[src/rtl/vanilla_predecode_queue.sv]
`default_nettype none
// ============================================================================
// Module   : vanilla_predecode_queue
// Purpose  : Multi-lane fetch-to-decode instruction buffer. Each enqueued
//            instruction is predecoded at write time. The instruction, its PC
//            and its flags are then held in a circular queue. The head entry
//            is driven straight from storage, so there is no decode logic on
//            the output path.
// Ports    : clk_i, reset_n_i (async, active-low), flush_i
//            v_i/ready_o/num_i/instr_i/pc_i  fetch packet in, lane 0 first
//            v_o/yumi_i/instr_o/pc_o/pd_o    head entry out to decode
//            count_o                         occupied entries
//            pd_o = {illegal,is_fp,is_mem,is_ctrl,read_rs2,read_rs1,
//                    write_rd,is_sys}
// Revision : 1.0  initial release
// ============================================================================
module vanilla_predecode_queue #(
  parameter int els_p      = 4,
  parameter int in_width_p = 2,
  parameter int pc_width_p = 22
) (
  input  logic                            clk_i,
  input  logic                            reset_n_i,
  input  logic                            flush_i,
  input  logic                            v_i,
  output logic                            ready_o,
  input  logic [$clog2(in_width_p+1)-1:0] num_i,
  input  logic [32*in_width_p-1:0]        instr_i,
  input  logic [pc_width_p-1:0]           pc_i,
  output logic                            v_o,
  input  logic                            yumi_i,
  output logic [31:0]                     instr_o,
  output logic [pc_width_p-1:0]           pc_o,
  output logic [7:0]                      pd_o,
  output logic [$clog2(els_p+1)-1:0]      count_o
);

  localparam int c_ptr_w = $clog2(els_p);
  localparam int c_cnt_w = $clog2(els_p + 1);
  localparam int c_num_w = $clog2(in_width_p + 1);

  // Classify one instruction from its opcode and a few fixed fields.
  function automatic logic [7:0] predecode(input logic [31:0] ins);
    logic [6:0] op;
    logic [6:0] f7;
    logic [4:0] rd;
    logic [4:0] rs2;
    logic [2:0] f3;
    logic       is_sys, write_rd, read_rs1, read_rs2;
    logic       is_ctrl, is_mem, is_fp, illegal;
    op  = ins[6:0];
    rd  = ins[11:7];
    f3  = ins[14:12];
    rs2 = ins[24:20];
    f7  = ins[31:25];

    is_sys   = (op == 7'b1110011);
    write_rd = (rd != 5'd0) &&
               ((op inside {7'b0110111, 7'b0010111, 7'b1101111, 7'b1100111,
                            7'b0000011, 7'b0110011, 7'b0010011, 7'b0101111,
                            7'b1110011}) ||
                ((op == 7'b1010011) &&
                 ((f7 == 7'b1010000) || (f7 == 7'b1100000) ||
                  ((f7 == 7'b1110000) && (rs2 == 5'd0)))));
    read_rs1 = (op inside {7'b1100111, 7'b1100011, 7'b0000011, 7'b0100011,
                           7'b0110011, 7'b0010011, 7'b0101111, 7'b0000111,
                           7'b0100111}) ||
               ((op == 7'b1010011) && (f7 inside {7'b1101000, 7'b1111000})) ||
               ((op == 7'b1110011) && (f3 inside {3'b001, 3'b010, 3'b011}));
    read_rs2 = (op inside {7'b1100011, 7'b0100011, 7'b0110011}) ||
               ((op == 7'b0101111) &&
                (f7[6:2] inside {5'b00001, 5'b01000, 5'b00000}));
    is_ctrl  = (op inside {7'b1100011, 7'b1101111, 7'b1100111});
    is_mem   = (op inside {7'b0000011, 7'b0100011, 7'b0000111, 7'b0100111,
                           7'b0101111});
    is_fp    = (op inside {7'b0000111, 7'b0100111, 7'b1010011, 7'b1000011,
                           7'b1000111, 7'b1001011, 7'b1001111});
    // Anything outside the recognised opcode set, except MISC-MEM, is illegal.
    illegal  = !(op inside {7'b0110111, 7'b0010111, 7'b1101111, 7'b1100111,
                            7'b0000011, 7'b0110011, 7'b0010011, 7'b0101111,
                            7'b1110011, 7'b1010011, 7'b1100011, 7'b0100011,
                            7'b0000111, 7'b0100111, 7'b1000011, 7'b1000111,
                            7'b1001011, 7'b1001111, 7'b0001111});
    return {illegal, is_fp, is_mem, is_ctrl, read_rs2, read_rs1, write_rd, is_sys};
  endfunction

  logic [c_ptr_w-1:0]    r_wptr;
  logic [c_ptr_w-1:0]    r_rptr;
  logic [c_cnt_w-1:0]    r_count;
  logic [31:0]           r_instr_mem [els_p];
  logic [pc_width_p-1:0] r_pc_mem    [els_p];
  logic [7:0]            r_pd_mem    [els_p];

  logic                  w_enq;
  logic                  w_deq;
  logic [c_cnt_w-1:0]    w_enq_n;
  logic [c_cnt_w-1:0]    w_free;
  logic                  w_lane_we   [in_width_p];
  logic [c_ptr_w-1:0]    w_lane_addr [in_width_p];
  logic [pc_width_p-1:0] w_lane_pc   [in_width_p];
  logic [7:0]            w_lane_pd   [in_width_p];

  // Ready looks only at the registered count; a same-cycle dequeue does not
  // open room for the incoming packet.
  assign w_free  = c_cnt_w'(els_p) - r_count;
  assign ready_o = (w_free >= c_cnt_w'(in_width_p));
  assign w_enq   = v_i & ready_o & ~flush_i;
  assign w_deq   = yumi_i & v_o & ~flush_i;
  assign w_enq_n = w_enq ? c_cnt_w'(num_i) : '0;

  generate
    for (genvar k = 0; k < in_width_p; k++) begin : g_lane
      localparam logic [c_num_w-1:0] c_lane = c_num_w'(k);
      assign w_lane_we[k]   = w_enq && (c_lane < num_i);
      assign w_lane_addr[k] = r_wptr + c_ptr_w'(k);
      assign w_lane_pc[k]   = pc_i + pc_width_p'(k);
      assign w_lane_pd[k]   = predecode(instr_i[32*k +: 32]);
    end
  endgenerate

  always_ff @(posedge clk_i or negedge reset_n_i) begin
    if (!reset_n_i) begin
      for (int e = 0; e < els_p; e++) begin
        r_instr_mem[e] <= '0;
        r_pc_mem[e]    <= '0;
        r_pd_mem[e]    <= '0;
      end
    end else begin
      for (int k = 0; k < in_width_p; k++) begin
        if (w_lane_we[k]) begin
          r_instr_mem[w_lane_addr[k]] <= instr_i[32*k +: 32];
          r_pc_mem[w_lane_addr[k]]    <= w_lane_pc[k];
          r_pd_mem[w_lane_addr[k]]    <= w_lane_pd[k];
        end
      end
    end
  end

  // Pointers wrap naturally because els_p is a power of two.
  always_ff @(posedge clk_i or negedge reset_n_i) begin
    if (!reset_n_i) begin
      r_wptr  <= '0;
      r_rptr  <= '0;
      r_count <= '0;
    end else if (flush_i) begin
      r_wptr  <= '0;
      r_rptr  <= '0;
      r_count <= '0;
    end else begin
      r_wptr  <= r_wptr + c_ptr_w'(w_enq_n);
      r_rptr  <= r_rptr + c_ptr_w'(w_deq);
      r_count <= r_count + w_enq_n - c_cnt_w'(w_deq);
    end
  end

  assign v_o     = (r_count != '0);
  assign instr_o = r_instr_mem[r_rptr];
  assign pc_o    = r_pc_mem[r_rptr];
  assign pd_o    = r_pd_mem[r_rptr];
  assign count_o = r_count;

  // A packet offered during a flush is discarded, so it may ignore ready_o.
  a_yumi_needs_v: assert property (@(posedge clk_i) disable iff (!reset_n_i)
                                   yumi_i |-> v_o);
  a_v_needs_ready: assert property (@(posedge clk_i) disable iff (!reset_n_i)
                                    (v_i && !flush_i) |-> ready_o);
  a_num_range: assert property (@(posedge clk_i) disable iff (!reset_n_i)
                                v_i |-> (num_i <= c_num_w'(in_width_p)));

endmodule
`default_nettype wire
[config.mk]
export PLATFORM = sky130hd
export DESIGN_NAME = vanilla_predecode_queue
export DESIGN_NICKNAME = d
export VERILOG_FILES = /design/src/rtl/vanilla_predecode_queue.sv
export SDC_FILE = /design/constraint.sdc
export NUM_CORES = 1
export LEC_CHECK = 0
export ABC_AREA = 1
export CAP_MARGIN = 20
export CELL_PAD_IN_SITES_DETAIL_PLACEMENT = 0
export CELL_PAD_IN_SITES_GLOBAL_PLACEMENT = 1
export CORE_MARGIN = 2
export CORE_UTILIZATION = 38
export CTS_CLUSTER_SIZE = 28
export DETAILED_ROUTE_END_ITERATION = 16
export GPL_TIMING_DRIVEN = 0
export PLACE_DENSITY = 0.84
export SYNTH_ARGS = -nofsm -noshare
export SYNTH_HDL_FRONTEND = slang
export SYNTH_SLANG_ARGS = --single-unit
export TNS_END_PERCENT = 5
[constraint.sdc]
create_clock -name clk_i -period 2.6 [get_ports clk_i]
set_clock_uncertainty 0.2 [all_clocks]
set_input_delay 0.78 -clock clk_i [delete_from_list [all_inputs] [get_ports clk_i]]
set_output_delay 0.78 -clock clk_i [all_outputs]
set_load 0.1 [all_outputs]
# ---- Word-level counts from Yosys, hierarchy flattened
# Cells that the tools add are included.
dict set report totals {
  input_bits 93
  reg_bits 255
  elab_cells 190
  out_inout_bits 67
}
dict set report op_classes {
  bitwise_logic 8
  muxes 37
  add_sub_neg 7
  n_reduce_logical 57
  n_lt_le_gt_ge 8
  n_eq_ne 58
}
# cell count
set ops {}
lappend ops {{$bwmux 128} 2}
lappend ops {{$mux 128} 2}
lappend ops {{$eq 7x7->1 const B} 28}
lappend ops {{$mux 32} 6}
lappend ops {{$bwmux 88} 2}
lappend ops {{$mux 88} 2}
lappend ops {{$demux 32 s2} 2}
lappend ops {{$demux 22 s2} 2}
lappend ops {{$mux 22} 4}
lappend ops {{$eq 7x6->1 const B} 10}
lappend ops {{$bmux 32 s2} 1}
lappend ops {{$bwmux 32} 2}
lappend ops {{$bmux 22 s2} 1}
lappend ops {{$reduce_bool 19->1} 2}
lappend ops {{$reduce_bool 9->1} 4}
lappend ops {{$demux 8 s2} 2}
lappend ops {{$mux 8} 4}
lappend ops {{$eq 7x5->1 const B} 4}
lappend ops {{$reduce_bool 3->1} 9}
lappend ops {{$add 22x1->22 const B} 1}
lappend ops {{$logic_not 5->1} 4}
lappend ops {{$reduce_bool 5->1} 4}
lappend ops {{$bmux 8 s2} 1}
lappend ops {{$logic_and 1x1->1} 16}
lappend ops {{other kinds (26)} 60}

# ---- Longest topological paths before layout
# Gate-level depths: netlist (run 1).
dict set report logic_depth {
  depth_word 10
  mapped_depth 14
  mapped_depth_nobuf 14
}

# ---- Worst setup path before layout (run 1)
# No wires, ideal clock.
dict set report synth_timing {
  kind {register to output}
  from {register r_rptr[0]}
  to {output instr_o[11]}
  setup_slack_ps -1702
  arrival_time_ps 3322
  stages_incl_launch_ff 7
  cell_sequence {dfrtp_1 clkbuf_1 inv_1 buf_2 clkbuf_1 o21ai_0 o21ai_0}
}
dict set report synth_between {
  elab_chain_cells 4
}
# element line_no
set synth_lines {}
lappend synth_lines {{from (decl)} 88} ;# logic [c_ptr_w-1:0] r_rptr;
lappend synth_lines {{from (signal assigned)} 151} ;# r_rptr <= r_rptr + c_ptr_w'(w_deq);
lappend synth_lines {{$not 2->3 (implied by the code)} 157} ;# assign instr_o = r_instr_mem[r_rptr];
lappend synth_lines {{$bmux 32 s2} 157}
lappend synth_lines {{$mux 32 (implied by the code) (2 in a row)} 157}
lappend synth_lines {{to (decl)} 32} ;# output logic [31:0] instr_o,
# Every way passes these cells. The select of a mux whose other input is x is not followed.

# ---- Worst setup path in the final report (run 1)
dict set report layout_timing {
  from {register r_rptr[0]}
  to {output instr_o[1]}
}
# Same word-level chain as after synthesis.

==> metrics.txt, run 1 <==
status=complete, but fails checks; violated checks=setup timing; YS warnings=0; critical path type=flop to output port; Cell Pwr Density=1290 nW/µm²; # DRC=0; CTS Sinks=255; Die H=205 µm; sequential element share of the synthesized area=0.417; Util after Layout=0.532; full die area=41,900 µm²; first-pass GRT wire length=102,000 µm; Die Width=205 µm; Max Cap Violations=0; initial drt markers=2,067; slowest cell on the critical path=dfrtp_1; Vias=16,700; min Tclk post-route=3080 ps; slowest stage delay, CP=400 ps; clk slew on worst S/H paths=60 ps; Row Count=73; Initial Util=0.385; Worst Tran Pin Value=1000 ps; Synth cell types=44; Final #Nets=2,400; final hold vios=0; RSZ-0062 raised after global routing=true; CTS Root Cell=clkbuf_16; I/O Buffers=154; worst-path fanout max=8; Antenna Violating Nets Remaining=0; clk_lat worst skew=570 ps; initial antenna violation count=1; largest net degree at the start of global routing=104; Crit path required time=1620 ps; min-delay worst type=input port to flop; r2r endpoint=r_pc_mem[27]$_DFF_PN0_; maximum clock path buffer count=3; WL per Instance=24.3 µm; cell family with most CP delay=buffers and inverters; DP Wirelength=47,400 µm; CTS Buf Count=31; commonest non-fill, non-tap cell in the layout=nand2_1; gr usage total=0.326; VDD IR max=0.00114 V; R2R Setup Slk=-70 ps; CTS tree=done; fin worst setup slack=-480 ps; CP cell instances=clkbuf_16 -> inv_12 -> clkbuf_16 -> clkbuf_16 -> nor2_1 -> o22ai_4 -> buf_12; RePlAce Congestion=0.940; Synth Register Bits=255; Syn Area/Cell=7.32 µm²; Synth Net Count=2,195; Max Clk Rate=325 MHz; Slew Limit Fails=0; Total Wirelength=69,200 µm; critical path's most frequent cell=clkbuf_16; Crit. End Element=output port; R2R depth=11; fin crit share=1.18; number of global-route vias before repair=16,200; # setup viols final=72; Mapped Cells=2,092; Area growth syn-to-layout=38.1%; core footprint=39,700 µm²; worst hold stages=2; Worst setup SP type=flop; Worst Hold End=count_o[0]$_DFF_PN0_; H-tree depth=1; Hold Crit Start=flush_i; global route overflow=0; Buffers & Inverters on Critical Path=5; CP arrival=2100 ps; pre-CTS WS=-1760 ps; FF-to-FF Start=count_o[1]$_DFF_PN0_; share of cells above drive strength 1=0.210; DRT Pass-1 Iters=6; leakage power=9.92 nW; Slew headroom=0.333; io pins=160; synthesized area=15,300 µm²; commonest cells after routing, fill and taps aside=nand2_1, dfrtp_1, inv_1, o21ai_1, o21ai_0; Vias/cell=5.87
-- worst register-to-register path, stage by stage, from the launching register on --
cell	delay, ps
dfrtp_4	440
inv_4	50
ha_4	150
ha_4	260
nand3b_4	100
nand2_4	110
nor2_4	50
inv_6	160
nor2_8	70
inv_2	80
clkbuf_1	620
o21ai_0	220
-- logic make-up after synthesis --
kind of cell / count (synthesis) / synth area share
buffers and inverters: 395 / 0.109
XOR/XNOR: 21 / 0.0130
AND/OR/NAND/NOR: 796 / 0.221
flip-flops: 255 / 0.417
AO/OA/AOI/OAI: 615 / 0.232
adder cells (fa/ha/maj): 10 / 0.00866
-- power by group --
group,internal (mW),switching [mW]
Sequential,5.81,1.08
Combinational,6.01,10.3
Clock,2.38,1.76
Total,14.2,13.1
-- synthesized netlist by cell type --
library cell / n / area, µm²
a211oi_1: 1 / 7.51
a21oi_1: 62 / 310
a22oi_1: 5 / 37.5
a31oi_1: 1 / 6.26
and2_1: 1 / 6.26
buf_1: 6 / 22.5
buf_2: 62 / 310
buf_4: 2 / 15.0
buf_6: 13 / 146
clkbuf_1: 66 / 248
clkinv_1: 1 / 3.75
dfrtp_1: 255 / 6380
fa_1: 1 / 20.0
ha_1: 9 / 113
inv_1: 234 / 878
inv_2: 10 / 37.5
inv_4: 1 / 6.26
nand2_1: 437 / 1640
nand2_2: 2 / 12.5
nand2_4: 1 / 11.3
nand3_1: 122 / 611
nand3_2: 2 / 20.0
nand3b_1: 3 / 22.5
nand3b_4: 1 / 20.0
nand4_1: 4 / 25.0
nor2_1: 179 / 672
nor2_2: 7 / 43.8
nor2_4: 2 / 22.5
nor2_8: 5 / 100
nor3_1: 15 / 75.1
nor3_2: 2 / 20.0
o211ai_1: 120 / 901
o211ai_2: 8 / 100
o211ai_4: 1 / 21.3
o21ai_0: 262 / 1310
o21ai_1: 102 / 510
o21ai_2: 1 / 8.76
o21bai_1: 4 / 30.0
o22ai_1: 48 / 300
or2_1: 4 / 25.0
or2_2: 9 / 56.3
xnor2_1: 5 / 43.8
xor2_1: 14 / 123
xor2_2: 2 / 32.5
-- flip-flops by register name, indices dropped and copies added (netlist names) --
| register | flops |
|---|---|
| r_instr_mem | 128 |
| r_pc_mem | 88 |
| r_pd_mem | 32 |
| count_o | 3 |
| r_rptr | 2 |
| r_wptr | 2 |
-- final cells by class --
class	instances	area, µm²
fill	3724	18600
multi-input combinational	1442	8430
sequential	255	6390
timing repair buffer	172	2460
buffer	148	1310
inverter	246	955
clock buffer	46	872
tap	525	657
clock inverter	5	53.8
timing repair inverter	1	6.26
antenna	1	2.50
-- per-layer routing --
| layer | global-route usage | vias up | part of all wire |
|---|---|---|---|
| li1 | - | 7348 | - |
| met1 | 0.439 | 8009 | 0.40 |
| met4 | 0.164 | 0 | 0.054 |
| met2 | 0.504 | 1087 | 0.44 |
| met3 | 0.0560 | 230 | 0.11 |
| met5 | 0 | - | 0 |
-- per-stage QoR --
stage          cells  hold WS [ps]  power, mW  instance area, µm²  setup TNS [ps]
2_1_floorplan   2092           275       17.1               16100          -23330
6_report        2841           223       27.3               21100          -27650
5_1_grt         2841           230       28.6               21100          -33890
3_5_place_dp    2773           305       20.4               18400         -233570
3_3_place_gp    2771           298       20.2               18300        -3107840
4_1_cts         2835           216       26.8               20700          -28010
-- worst max-delay path by stage --
stage | start | slack, ps | depth (start not counted) | to
4_1_cts | r_rptr[0]$_DFF_PN0_ | -460 | 7 | instr_o[29]
6_report | r_rptr[0]$_DFF_PN0_ | -480 | 7 | instr_o[1]
3_3_place_gp | reset_n_i | -13190 | 1 | count_o[1]$_DFF_PN0_
2_1_floorplan | count_o[1]$_DFF_PN0_ | -430 | 13 | count_o[1]$_DFF_PN0_
5_1_grt | r_rptr[0]$_DFF_PN0_ | -500 | 7 | pd_o[1]
3_5_place_dp | r_rptr[1]$_DFF_PN0_ | -1760 | 7 | instr_o[16]
-- timing repair --
item / in CTS / in global routing
gates cloned: 4 / 5
hold buffers: 1 / 0
resized for setup: 835 / 151
pin swaps: 22 / 21
buffers inserted: 7 / 0
endpoints found under the hold margin: 7 / 0
endpoints found under the setup margin: 247 / 292
Note: power is estimated with default switching activity, not from simulation.
==> run 2: changes to the inputs <==
ABC_CLOCK_PERIOD_IN_PS = 2600   (was unset)
==> results of run 2 <==
Same layout as run 1: the final DEF is identical, and so are final timing and power.
